**config.mk**
```make
export PLATFORM = sky130hd
export DESIGN_NAME = lsu
export DESIGN_NICKNAME = d
export VERILOG_FILES = /design/src/rtl/lsu_pkg.sv /design/src/rtl/lsu_align.sv /design/src/rtl/lsu.sv
export SDC_FILE = /design/constraint.sdc
export NUM_CORES = 1
export LEC_CHECK = 0
export ABC_AREA = 1
export CAP_MARGIN = 20
export CORE_MARGIN = 1.5
export CORE_UTILIZATION = 51
export CTS_CLUSTER_DIAMETER = 120
export DETAILED_ROUTE_END_ITERATION = 12
export PLACE_DENSITY = 0.81
export SYNTH_ARGS = -nofsm -noshare
export SYNTH_HDL_FRONTEND = slang
export SYNTH_SLANG_ARGS = --single-unit
```
**constraint.sdc**
```tcl
create_clock -name i_clk -period 2.8 [get_ports i_clk]
set_input_delay 0.56 -clock i_clk [delete_from_list [all_inputs] [get_ports i_clk]]
set_output_delay 0.56 -clock i_clk [all_outputs]
set_load 0.005 [all_outputs]
```
**src/rtl/lsu_pkg.sv**
```systemverilog
//------------------------------------------------------------------------------
// Module   : lsu_pkg
// Brief    : Shared constants, funct3 codes, state enum and size helper for
//            the load/store unit.
// Revision : 1.0 - initial release
//------------------------------------------------------------------------------
`default_nettype none

package lsu_pkg;

    localparam int unsigned c_DMEM_BYTES = 2048;

    // RV32I load/store funct3 codes
    localparam logic [2:0] c_F3_B  = 3'b000;
    localparam logic [2:0] c_F3_H  = 3'b001;
    localparam logic [2:0] c_F3_W  = 3'b010;
    localparam logic [2:0] c_F3_BU = 3'b100;
    localparam logic [2:0] c_F3_HU = 3'b101;

    typedef enum logic [1:0] {
        ST_IDLE = 2'd0,
        ST_ACC1 = 2'd1,
        ST_ACC2 = 2'd2,
        ST_DONE = 2'd3
    } lsu_state_e;

    // Access size in bytes; illegal codes return 0 (they are rejected anyway)
    function automatic logic [2:0] f3_size(input logic [2:0] funct3);
        case (funct3)
            c_F3_B, c_F3_BU: f3_size = 3'd1;
            c_F3_H, c_F3_HU: f3_size = 3'd2;
            c_F3_W:          f3_size = 3'd4;
            default:         f3_size = 3'd0;
        endcase
    endfunction

    // Illegal as a load: 011, 110, 111
    function automatic logic f3_illegal(input logic [2:0] funct3);
        f3_illegal = (funct3 == 3'b011) || (funct3 == 3'b110) || (funct3 == 3'b111);
    endfunction

endpackage

`default_nettype wire

```
**src/rtl/lsu_align.sv**
```systemverilog
//------------------------------------------------------------------------------
// Module   : lsu_align
// Brief    : Combinational lane alignment: byte-enable mask, shifted store
//            data, and load extraction with sign/zero extension.
// Revision : 1.0 - initial release
//------------------------------------------------------------------------------
`default_nettype none

module lsu_align
    import lsu_pkg::*;
(
    input  logic [2:0]  i_funct3,
    input  logic [1:0]  i_byte_off,
    input  logic [31:0] i_wdata,
    input  logic [63:0] i_rword,
    output logic [7:0]  o_mask,
    output logic [63:0] o_wdata,
    output logic [31:0] o_rdata
);

    logic [7:0]  w_size_mask;
    logic [4:0]  w_shamt;
    logic [31:0] w_shifted;

    // Build the size mask and lane-shift both store and load data
    always_comb begin
        case (f3_size(i_funct3))
            3'd1:    w_size_mask = 8'h01;
            3'd2:    w_size_mask = 8'h03;
            3'd4:    w_size_mask = 8'h0F;
            default: w_size_mask = 8'h00;
        endcase
        w_shamt   = {i_byte_off, 3'b000};
        o_mask    = w_size_mask << i_byte_off;
        o_wdata   = {32'h0, i_wdata} << w_shamt;
        w_shifted = 32'(i_rword >> w_shamt);
    end

    // Extend the right-justified load result according to funct3
    always_comb begin
        case (i_funct3)
            c_F3_B:  o_rdata = {{24{w_shifted[7]}}, w_shifted[7:0]};
            c_F3_H:  o_rdata = {{16{w_shifted[15]}}, w_shifted[15:0]};
            c_F3_W:  o_rdata = w_shifted;
            c_F3_BU: o_rdata = {24'h0, w_shifted[7:0]};
            c_F3_HU: o_rdata = {16'h0, w_shifted[15:0]};
            default: o_rdata = 32'h0;
        endcase
    end

endmodule

`default_nettype wire

```
**src/rtl/lsu.sv**
```systemverilog
//------------------------------------------------------------------------------
// Module   : lsu
// Brief    : RV32I load/store unit driving a word-wide byte-enabled data
//            memory; misaligned accesses crossing a word are split in two.
// Revision : 1.0 - initial release
//------------------------------------------------------------------------------
`default_nettype none

module lsu
    import lsu_pkg::*;
#(
    parameter logic [31:0] BASE_ADDR  = 32'h0000_0000,
    parameter int unsigned DMEM_BYTES = c_DMEM_BYTES
) (
    input  logic        i_clk,
    input  logic        i_reset,
    input  logic        i_req_valid,
    output logic        o_req_ready,
    input  logic        i_req_we,
    input  logic [2:0]  i_req_funct3,
    input  logic [31:0] i_req_addr,
    input  logic [31:0] i_req_wdata,
    output logic        o_rsp_valid,
    output logic [31:0] o_rsp_rdata,
    output logic        o_rsp_err,
    output logic [10:0] o_dmem_addr,
    output logic [31:0] o_dmem_wdata,
    output logic [3:0]  o_dmem_wren,
    input  logic [31:0] i_dmem_q
);

    lsu_state_e  r_state;
    lsu_state_e  w_state_nxt;

    logic        r_we;
    logic [2:0]  r_funct3;
    logic [10:0] r_off;
    logic [31:0] r_wdata;
    logic        r_err;
    logic        r_split;
    logic [31:0] r_q_lo;
    logic [31:0] r_rsp_rdata;
    logic        r_rsp_err;

    logic        w_handshake;
    logic [31:0] w_off;
    logic [2:0]  w_size;
    logic [63:0] w_end;
    logic        w_err;
    logic        w_split;
    logic [10:0] w_word_addr;
    logic [63:0] w_rword;
    logic [7:0]  w_mask;
    logic [63:0] w_wdata64;
    logic [31:0] w_rdata;
    logic        w_wr_en;

    assign o_req_ready = (r_state == ST_IDLE);
    assign o_rsp_valid = (r_state == ST_DONE);
    assign o_rsp_rdata = r_rsp_rdata;
    assign o_rsp_err   = r_rsp_err;
    assign w_handshake = i_req_valid && o_req_ready;

    // Classify the incoming request: offset, bounds/legality error, split
    always_comb begin
        w_off   = i_req_addr - BASE_ADDR;
        w_size  = f3_size(i_req_funct3);
        w_end   = {32'h0, w_off} + {61'h0, w_size};
        w_err   = f3_illegal(i_req_funct3)
               || (i_req_we && i_req_funct3[2])
               || (w_end > 64'(DMEM_BYTES));
        w_split = ({2'b00, w_off[1:0]} + {1'b0, w_size}) > 4'd4;
    end

    // Second half of a split load comes from the live bus, first half from r_q_lo
    assign w_rword     = (r_state == ST_ACC2) ? {i_dmem_q, r_q_lo} : {32'h0, i_dmem_q};
    assign w_word_addr = {r_off[10:2], 2'b00};
    assign w_wr_en     = r_we && !r_err;

    lsu_align u_align (
        .i_funct3   (r_funct3),
        .i_byte_off (r_off[1:0]),
        .i_wdata    (r_wdata),
        .i_rword    (w_rword),
        .o_mask     (w_mask),
        .o_wdata    (w_wdata64),
        .o_rdata    (w_rdata)
    );

    // Next-state logic and memory-port drive
    always_comb begin
        w_state_nxt  = r_state;
        o_dmem_addr  = 11'h0;
        o_dmem_wdata = 32'h0;
        o_dmem_wren  = 4'h0;
        case (r_state)
            ST_IDLE: begin
                if (w_handshake) w_state_nxt = ST_ACC1;
            end
            ST_ACC1: begin
                o_dmem_addr  = w_word_addr;
                o_dmem_wdata = w_wdata64[31:0];
                o_dmem_wren  = w_wr_en ? w_mask[3:0] : 4'h0;
                w_state_nxt  = (r_split && !r_err) ? ST_ACC2 : ST_DONE;
            end
            ST_ACC2: begin
                o_dmem_addr  = w_word_addr + 11'd4;
                o_dmem_wdata = w_wdata64[63:32];
                o_dmem_wren  = w_wr_en ? w_mask[7:4] : 4'h0;
                w_state_nxt  = ST_DONE;
            end
            ST_DONE: begin
                w_state_nxt = ST_IDLE;
            end
            default: w_state_nxt = ST_IDLE;
        endcase
    end

    // State register, request capture, load capture and response registers
    always_ff @(posedge i_clk or negedge i_reset) begin
        if (!i_reset) begin
            r_state     <= ST_IDLE;
            r_we        <= 1'b0;
            r_funct3    <= 3'h0;
            r_off       <= 11'h0;
            r_wdata     <= 32'h0;
            r_err       <= 1'b0;
            r_split     <= 1'b0;
            r_q_lo      <= 32'h0;
            r_rsp_rdata <= 32'h0;
            r_rsp_err   <= 1'b0;
        end else begin
            r_state <= w_state_nxt;
            if (w_handshake) begin
                r_we     <= i_req_we;
                r_funct3 <= i_req_funct3;
                r_off    <= w_off[10:0];
                r_wdata  <= i_req_wdata;
                r_err    <= w_err;
                r_split  <= w_split;
            end
            if (r_state == ST_ACC1) r_q_lo <= i_dmem_q;
            if ((w_state_nxt == ST_DONE) && (r_state != ST_DONE)) begin
                r_rsp_err   <= r_err;
                r_rsp_rdata <= (r_we || r_err) ? 32'h0 : w_rdata;
            end else begin
                r_rsp_err   <= 1'b0;
                r_rsp_rdata <= 32'h0;
            end
        end
    end

endmodule

`default_nettype wire

```
; After elaboration in Yosys (flattened, before gate mapping)
; Cells that the tools add are included.
[classes]
n_eq_ne = 19
magnitude_cmp = 2
n_shift = 3
muxes = 16
n_addsub = 3
n_reduce_logical = 18
[op_table]
columns = operator, count
row1 = one-hot mux 32 bit (5 select lines), 1
row2 = 2-to-1 mux 32 bit, 2
row3 = 2-to-1 mux 64 bit, 1
row4 = one-hot mux 32 bit (2 select lines), 1
row5 = << shifter 32 x 5 -> 64 bit, 1
row6 = >> shifter 64 x 5 -> 32 bit, 1
row7 = adder 32 x 3 -> 33 bit, 1
row8 = "greater-than comparator 33 x 12 -> 1 bit, second input constant", 1
row9 = one-hot mux 11 bit (2 select lines), 1
row10 = "== test 3 bit, second input constant", 7
row11 = one-hot mux 3 bit (3 select lines), 2
row12 = "== test 3 x 2 -> 1 bit, second input constant", 4
row13 = one-hot mux 4 bit (3 select lines), 1
row14 = "adder 11 x 3 -> 11 bit, second input constant", 1
row15 = "== test 3 x 1 -> 1 bit, second input constant", 3
row16 = 2-to-1 mux 4 bit, 2
row17 = one-hot mux 2 bit (4 select lines), 1
row18 = one-hot mux 4 bit (2 select lines), 1
row19 = OR reduction 2 bit, 4
row20 = << shifter 4 x 2 -> 8 bit, 1
row21 = "== test 2 bit, second input constant", 3
row22 = logical NOT 3 bit, 2
row23 = logical AND 1 bit, 5
row24 = logical OR 1 bit, 5
row25 = other kinds (8), 9
[totals]
in_bits = 103
elab_cells = 71
ff_bits = 116

; Logic depth before layout (Yosys ltp)
; Gate-level depths: netlist of run 1.
[depth]
ltp_word = 8
mapped_depth = 17
depth_no_buf = 17

; Modules after synthesis
; From an unflattened synthesis of run 1, not the netlist that was laid out.
[unflattened]
cells_unflattened = 1522
area_unflattened_um2 = 9267.6
[by_module_without_submodules]
columns = mod, seq_area_each_um2, n_inst, area_each_um2, cells_each
row1 = lsu, 2902.8, 1, 6807.8, 1005
row2 = lsu_align, 0.0, 1, 2459.9, 517

; Least setup slack after synthesis of run 1
; OpenSTA, ideal clock, no wires.
[synth_timing]
path_kind = input-to-reg
from = input port i_req_funct3[0]
to = register r_err
required_time_ns = 2.683
setup_slack_ns = 0.504
path_buffers = 0
arrival_time_ns = 2.179
stages = 15
cell_sequence = inv_1 -> nand2_1 -> nor2_1 -> ha_1 -> or2_2 -> nand2_1 -> inv_1 -> nand3_1 -> nand2_1 -> nor2_1 -> nand3_1 -> nor2_1 -> nand3_1 -> nor2_1 -> nor2_1
[synth_via]
elab_chain_cells = 6
[synth_lines]
columns = element, line
row1 = "start, declared", lsu.sv:20  ; input logic [2:0] i_req_funct3,
row2 = "== test 3 x 1 -> 1 bit, or another cell as far along", lsu_pkg.sv:29  ; case (funct3)
row3 = OR reduction 2 bit, lsu_pkg.sv:29
row4 = one-hot mux 3 bit (3 select lines), lsu_pkg.sv:29
row5 = adder 32 x 3 -> 33 bit, lsu.sv:68  ; w_end = {32'h0, w_off} + {61'h0, w_size};
row6 = greater-than comparator 33 x 12 -> 1 bit, lsu.sv:71  ; || (w_end > 64'(DMEM_BYTES));
row7 = logical OR 1 bit *, lsu.sv:71
row8 = "end signal, assigned", lsu.sv:139  ; r_err <= w_err;
row9 = "end, declared", lsu.sv:39  ; logic r_err;
; Mark *: on every way between the ends. The rest lies on a longest branch, timed or not.
; A chain may end at the register's enable or synchronous reset.

; Worst setup path after layout of run 1
[layout_timing]
from = register r_state[1]
to = output port o_dmem_addr[7]
[layout_via]
elab_chain_cells = 2
[layout_lines]
columns = element, line
row1 = "start, declared", lsu.sv:32  ; lsu_state_e r_state;
row2 = "start signal, assigned", lsu.sv:133  ; r_state <= w_state_nxt;
row3 = == test 2 bit or == test 2 x 1 -> 1 bit (tied branches), lsu.sv:96  ; case (r_state)
row4 = one-hot mux 11 bit (2 select lines) *, lsu.sv:96
row5 = "end, declared", lsu.sv:26  ; output logic [10:0] o_dmem_addr,
; Marks and branches as above.

==> results of run 1 <==
## state kept, by name, summed over array words and instances, names as in the netlist
name         cells
r_we             1
r_off           11
r_err            1
o_rsp_rdata     32
r_q_lo          32
r_split          1
r_state          2
r_funct3         3
o_rsp_err        1
r_wdata         32
## timing repair
item,4_1_cts,5_1_grt
pin swaps,7,14
buffers inserted,12,14
gates resized for setup,59,62
cloned,0,1
setup endpoints to repair,43,33
## Yosys cell counts, types with 3 or more instances
library cell	count	area [um^2]
nand2_1	351	1320
nor2_1	129	484
or2_2	4	25.0
nand3_1	38	190
a221oi_1	12	105
ha_1	8	100
buf_4	4	30.0
o21ai_0	165	826
o22ai_1	3	18.8
clkbuf_1	34	128
a211oi_1	6	45.0
o21ai_1	5	25.0
nor3_1	29	145
o32ai_1	3	26.3
inv_2	5	18.8
buf_1	9	33.8
o21a_1	3	22.5
nand4_1	8	50.1
nand3b_1	5	37.5
o211ai_1	3	22.5
mux2i_1	5	50.1
buf_2	17	85.1
o221ai_1	4	35.0
o21ai_2	11	96.3
dfrtp_1	116	2900
inv_1	133	499
a21oi_1	71	355
xor2_1	3	26.3
## layer usage
metal,global-route usage (%),vias to the layer above,wire length (um)
met5,0,-,0
li1,-,4363,-
met1,42.2,4228,11100
met2,53.8,620,12900
met4,16.0,0,1420
met3,6.76,129,2520
## cell type report
cell class	count	area share, %
Sequential cell	116	25.8
Tap cell	188	2.09
Multi-Input combinational cell	891	39.4
Timing Repair Buffer	269	23.1
Clock inverter	14	1.15
Clock buffer	17	3.77
Inverter	138	4.73
## placed cells by master, fill, tap and decap left out, drive strengths merged, types with 4 or more instances in the layout
master,Yosys,final
nand2,355,355
nor3,30,30
clkbuf,34,19
o221ai,4,4
mux2i,5,5
a211oi,6,6
buf,32,88
inv,138,142
nand3b,5,5
dlymetal6s2s,0,19
nor2,133,133
a221oi,12,12
clkdlybuf4s50,0,145
clkinvlp,0,5
nand3,40,40
dlygate4sd2,0,14
nand4,8,8
ha,8,8
a21oi,72,72
dfrtp,116,116
o21a,4,4
o21ai,181,181
or2,5,5
clkinv,0,4
## critical path: stages, from the launching register on
cell	delay, ns
dfrtp_1	0.38
buf_4	0.15
ha_4	0.17
buf_4	0.13
nand2_1	0.14
o32ai_1	0.32
clkdlybuf4s50_1	0.55
## cells by family after synthesis
kind of cell / count (synthesis)
DFF: 116
xor gates and xnor gates: 5
other: 1
buffers and inverters: 204
and+or+nand+nor: 579
adders and majority gates: 9
muxes: 5
AOI/OAI and AO/OA: 291
## through the flow
step / cell area [um^2] / power (W) / setup slack, ns / setup TNS [ns]
final: 11300 / 0.0112 / -0.0248 / -0.0261
after global routing: 11300 / 0.0119 / -0.173 / -0.407
after CTS: 11000 / 0.0106 / 0.00128 / 0
after detailed placement: 10200 / 0.00823 / -0.224 / -0.224
after global placement: 10200 / 0.00811 / -0.182 / -0.182
after floorplan: 7960 / 0.00610 / 0.504 / 0
## power by group through the flow
stage	Sequential [W]	Clock (W)	Combinational [W]
floorplan	0.00255	0	0.00355
CTS	0.00264	0.00207	0.00593
finish	0.00266	0.00208	0.00645
detailed placement	0.00264	0	0.00559
global route	0.00272	0.00217	0.00699
global placement	0.00262	0	0.00549
## worst max path at each step
stage / from / endpoint
final: r_state[1]$_DFF_PN0_ / o_dmem_addr[7]
after global routing: r_off[4]$_DFFE_PN0P_ / o_dmem_addr[9]
after CTS: r_state[0]$_DFF_PN0_ / o_dmem_wdata[19]
after detailed placement: i_req_funct3[1] / r_err$_DFFE_PN0P_
after global placement: i_req_funct3[1] / r_err$_DFFE_PN0P_
after floorplan: i_req_funct3[0] / r_err$_DFFE_PN0P_
==> summary.txt, run 1 <==
outcome = finished, violations left
failing checks = setup timing
Mapped Area = 7960 um^2
XOR/XNOR Fraction of Synth Area = 0.550%
Worst Skew = 0.0142 ns
worst-margin pin slew = 0.688 ns
Peak VDD IR = 840 uV
period utilization = 101%
clk_lat worst skew = 0.43 ns
max-cap viol count = 0
register cell area after layout = 2910 um^2
Synth Flop Type = dfrtp_1
vias in the first global route = 8536
area of the multi-input gates = 4440 um^2
layout cell share with drive strength beyond 1 = 14.5%
switching share of power = 46.7%
Required @ worst endpoint = 2.24 ns
CP max FO = 5
Buffers on Ports = 182
H-tree levels = 4
P_sw = 0.00523 W
hold buffer count at cts = 0
post-synthesis sequential area ratio = 36.5%
nets = 1545
iteration count of the initial detailed-routing pass = 7
register bit total from synthesis = 116
syn avg cell area = 6.57 um^2
first-pass GRT wire length = 42400 um
Flop pwr share = 23.8%
Fill cells = 1158
fmax = 0.354 GHz
Row Count = 45
chip height = 128 um
Worst R2R End = o_rsp_rdata[31]$_DFF_PN0_
GR Overflow Total = 0
cell count of the worst reg-to-reg path = 14
core box area = 15200 um^2
CTS clock-pin slew for the worst setup and hold paths = 0.06 ns
Post-Synth Simple-Gate Area = 30.1%
Iter 0 DRT Violations = 1089
Worst R2R Start = r_state[1]$_DFF_PN0_
Antenna Violating Nets Remaining = 0
Power Internal = 0.00597 W
post-synthesis mux area share = 0.629%
Final Hold Viols = 0
worst hold slack = 0.156 ns
Initial Utilization = 52.3%
CP startpoint kind = flip-flop
power density cells = 993 nW/um^2
antenna violations before repair = 0
adder-cell share of the synthesized area = 1.51%
largest net degree at the start of global routing = 66
main combinational cell family by area after synthesis = simple AND/OR/NAND/NOR gates
final std cells w/o fill = 1633
P_leak = 5.59 nW
post-synthesis compound-gate area fraction = 20.4%
cts bufs inserted = 17
Crit. End Element = output pin
Diodes inserted = 0
minimum clock period = 2.82 ns
hold crit path type = input pin to asynchronous set/reset pin
Die Wd = 128 um
Longest Clk Path Bufs = 2
Worst Path Arrival = 2.26 ns
Total GRT Usage = 33.1%
YS warnings = 0
EDFF count, synth = 0
IO Pins = 185
area grow syn2layout = 41.7%
R2R Setup Slk = 0.32 ns
# placed instances = 1576
post-route worst setup slack = -0.0248 ns
DRC errors left = 0
die footprint = 16400 um^2
WL/cell = 17.1 um
root buf cell = clkbuf_16
Vias = 9340
Sink Count = 116
crit path kind = flip-flop to output pin
Worst slew margin = 53.8%
Routed WL = 27900 um
Gate power share = 57.6%
Max Slew Vio Count = 0
CTS tree = done
Async S/R FF share, synth = 100%
endpoints failing setup = 2
post-synthesis cell count = 1210
post-synthesis cell type count = 48
clock power share = 18.6%
RSZ-0062 raised after global routing = yes
routability congestion estimate = 0.950
Avg Vias per Cell = 5.72
DP HPWL = 19000 um
Core Util, Final = 74.2%
Power figures use the tool's default switching activity.
==> run 2: changes to the inputs <==
--- a/config.mk
+++ b/config.mk
@@ -5,13 +5,13 @@
 export SDC_FILE = /design/constraint.sdc
 export NUM_CORES = 1
 export LEC_CHECK = 0
-export ABC_AREA = 1
 export CAP_MARGIN = 20
 export CORE_MARGIN = 1.5
 export CORE_UTILIZATION = 51
 export CTS_CLUSTER_DIAMETER = 120
 export DETAILED_ROUTE_END_ITERATION = 12
-export PLACE_DENSITY = 0.81
+export PLACE_DENSITY = 0.82
+export SLEW_MARGIN = 25
 export SYNTH_ARGS = -nofsm -noshare
 export SYNTH_HDL_FRONTEND = slang
 export SYNTH_SLANG_ARGS = --single-unit
==> run 2 against run 1 <==
The run still ends with setup timing left. Synthesized area decreased by 4.1%. Final area decreased by 1.2%. Worst hold slack improved by 0.0053 ns. Largest cell class unchanged. Clock-buffer cell count increased by 3. Global-route usage decreased by 3.0 points. Worst setup slack got worse by 0.037 ns. Sequential power increased by 13%. First-iteration DRC count decreased by 3.9%. Sequential share of layout area increased by 0.37 points. Core utilization increased by 2.2 points. Die area decreased by 4.0%.
==> summary.txt, run 2 <==
vias in the first global route = 7362
period utilization = 102%
top cells by area, synth = dfrtp_1 38%, mux2_2 13%, mux2i_1 8.0%
syn avg cell area = 9.43 um^2
CP max FO = 4
pre-CTS setup slack = -0.492 ns
minimum clock period = 2.86 ns
layout cell share with drive strength beyond 1 = 26.6%
post-route worst setup slack = -0.0619 ns
switching share of power = 39.9%
Worst R2R End = o_rsp_rdata[26]$_DFF_PN0_
R2R Setup Slk = 0.07 ns
crit path kind = flip-flop to output pin
Longest Clk Path Bufs = 2
Flop pwr share = 25.2%
Sink Count = 116
root buf cell = clkbuf_16
post-synthesis cell count = 809
antenna violations before repair = 0
Crit. End Element = output pin
Total GRT Usage = 30.1%
register bit total from synthesis = 116
Synth top cells by count = 116 x dfrtp_1, 99 x nand2_1, 89 x mux2_2, 61 x mux2i_1, 51 x o21ai_0
chip height = 125 um
Core Util, Final = 76.3%
most frequent cells in the layout = 146 x clkdlybuf4s50_1, 110 x dfrtp_1, 95 x nand2_1
Final Hold Viols = 0
largest net degree at the start of global routing = 51
DRC errors left = 0
post-synthesis cell type count = 60
post-synthesis sequential area ratio = 38.1%
CP startpoint kind = flip-flop
YS warnings = 0
critical-path cell list = buf_4 > ha_4 > buf_4 > inv_4 > nor2_4 > buf_4 > a22oi_2 > o21ai_1 > and2_4 > dlymetal6s2s_1
outcome = finished, violations left
nets = 1159
CP dominant cell by count = buf_4
Row Count = 44
worst hold slack = 0.162 ns
Synth area leader = dfrtp_1
RSZ-0062 raised after global routing = yes
cts bufs inserted = 17
worst-margin pin slew = 0.682 ns
Gate power share = 54.5%
max incr delay on CP = 0.43 ns
clk_lat worst skew = 0.42 ns
Antenna Violating Nets Remaining = 0
IO Pins = 185
Bufs and invs on worst path = 5
area grow syn2layout = 46.0%
routability congestion estimate = 0.906
Buffers on Ports = 182
critical path's top delay family = buffers and inverters
Initial Utilization = 52.3%
WL/cell = 20.2 um
max-cap viol count = 0
first-pass GRT wire length = 38000 um
Synth Flop Type = dfrtp_1
fmax = 0.349 GHz
H-tree levels = 4
failing checks = setup timing
Iter 0 DRT Violations = 1047
DP HPWL = 16300 um
share of the synthesized area in the top cell type = 38.1%
power density cells = 1070 nW/um^2
Worst Skew = 0.0102 ns
CTS tree = done
Mapped Area = 7630 um^2
Peak VDD IR = 613 uV
Max stage delay cell, worst path = dfrtp_2
Vias = 7725
EDFF count, synth = 0
hold crit path type = input pin to asynchronous set/reset pin
Die Wd = 125 um
Worst Path Arrival = 2.30 ns
GR Overflow Total = 0
Worst slew margin = 54.5%
Worst R2R Start = r_state[0]$_DFF_PN0_
CTS clock-pin slew for the worst setup and hold paths = 0.06 ns
Async S/R FF share, synth = 100%
Routed WL = 25200 um
core box area = 14600 um^2
die footprint = 15700 um^2
commonest non-fill, non-tap cell in the layout = clkdlybuf4s50_1
most frequent cell after synthesis = dfrtp_1
iteration count of the initial detailed-routing pass = 6
P_leak = 5.04 nW
TNS Setup = -0.135 ns
Diodes inserted = 0
P_sw = 0.00475 W
clock power share = 20.4%
Avg Vias per Cell = 6.21
cell count of the worst reg-to-reg path = 12
Max Slew Vio Count = 0
Power Internal = 0.00716 W
Required @ worst endpoint = 2.24 ns
endpoints failing setup = 4
Final Power = 0.0119 W
[run 2: cell count changes after synthesis, sizes merged, moves of 56 or more]
cell	change
nand2	-256
inv	-129
o21ai	-128
nor2	-97
mux2	+89
mux2i	+56
[run 2: worst reg2reg max path: stages, from the launching register on]
cell	delay [ns]
dfrtp_2	0.43
inv_4	0.08
ha_4	0.18
buf_4	0.12
buf_4	0.11
buf_4	0.17
mux4_2	0.52
mux2i_1	0.26
nor2_1	0.07
a21oi_1	0.16
or3_1	0.15
buf_4	0.22
a21oi_1	0.13
[run 2: power groups by stage]
stage	combinational [W]	clock (W)	sequential, W
2_1_floorplan	0.00378	0	0.00270
3_3_place_gp	0.00539	0	0.00289
3_5_place_dp	0.00550	0	0.00294
4_1_cts	0.00590	0.00243	0.00289
5_1_grt	0.00689	0.00253	0.00307
6_report	0.00649	0.00243	0.00300
[run 2: logic make-up after synthesis]
| group | count (synthesis) | share of synthesized area, % |
|---|---|---|
| other cells | 1 | 0.0492 |
| flops | 116 | 38.1 |
| mux | 158 | 23.5 |
| compound gates | 175 | 14.0 |
| xor+xnor | 5 | 0.574 |
| fa+ha+maj | 9 | 1.58 |
| buf+inv | 66 | 3.66 |
| simple gates | 279 | 18.5 |
[run 2: metrics by stage]
stage                     cells  instance area (um^2)
after global routing       1244                 11100
final                      1244                 11100
after CTS                  1231                 10800
after global placement     1184                  9960
after detailed placement   1184                  9960
after floorplan             810                  7630
[run 2: repair_timing]
action	CTS	global route
buffers inserted	15	12
pin swaps	2	9
hold buffers	0	0
setup endpoints to repair	46	54
resized for setup	56	72
hold endpoints to repair	0	0
cloned	0	1
[run 2: area by class of cell]
type                            count  area [um^2]
Fill cell                         964         3450
Sequential cell                   116         2910
Clock buffer                       20          457
Inverter                            9         43.8
Timing Repair Buffer              275         2630
Clock inverter                     12          201
Tap cell                          184          230
Multi-Input combinational cell    628         4660
[run 2: worst max path at each step]
stage                                    start                end  slack (ns)  depth (start not counted)
after floorplan                i_req_funct3[1]  r_err$_DFFE_PN0P_        0.24                         10
after CTS                 r_state[0]$_DFF_PN0_    o_dmem_wdata[1]       -0.13                          8
after global placement         i_req_funct3[1]  r_err$_DFFE_PN0P_       -0.47                         10
final                     r_state[0]$_DFF_PN0_    o_dmem_wdata[1]       -0.06                         10
after detailed placement       i_req_funct3[1]  r_err$_DFFE_PN0P_       -0.49                         10
after global routing           i_req_funct3[1]  r_err$_DFFE_PN0P_       -0.09                         10
[run 2: routing by layer]
| layer | track usage [%] | up-vias | wire [um] |
|---|---|---|---|
| li1 | - | 3423 | - |
| met1 | 40.0 | 3690 | 10100 |
| met2 | 48.4 | 499 | 11800 |
| met3 | 5.65 | 113 | 2110 |
| met4 | 13.0 | 0 | 1110 |
| met5 | 0 | - | 0 |
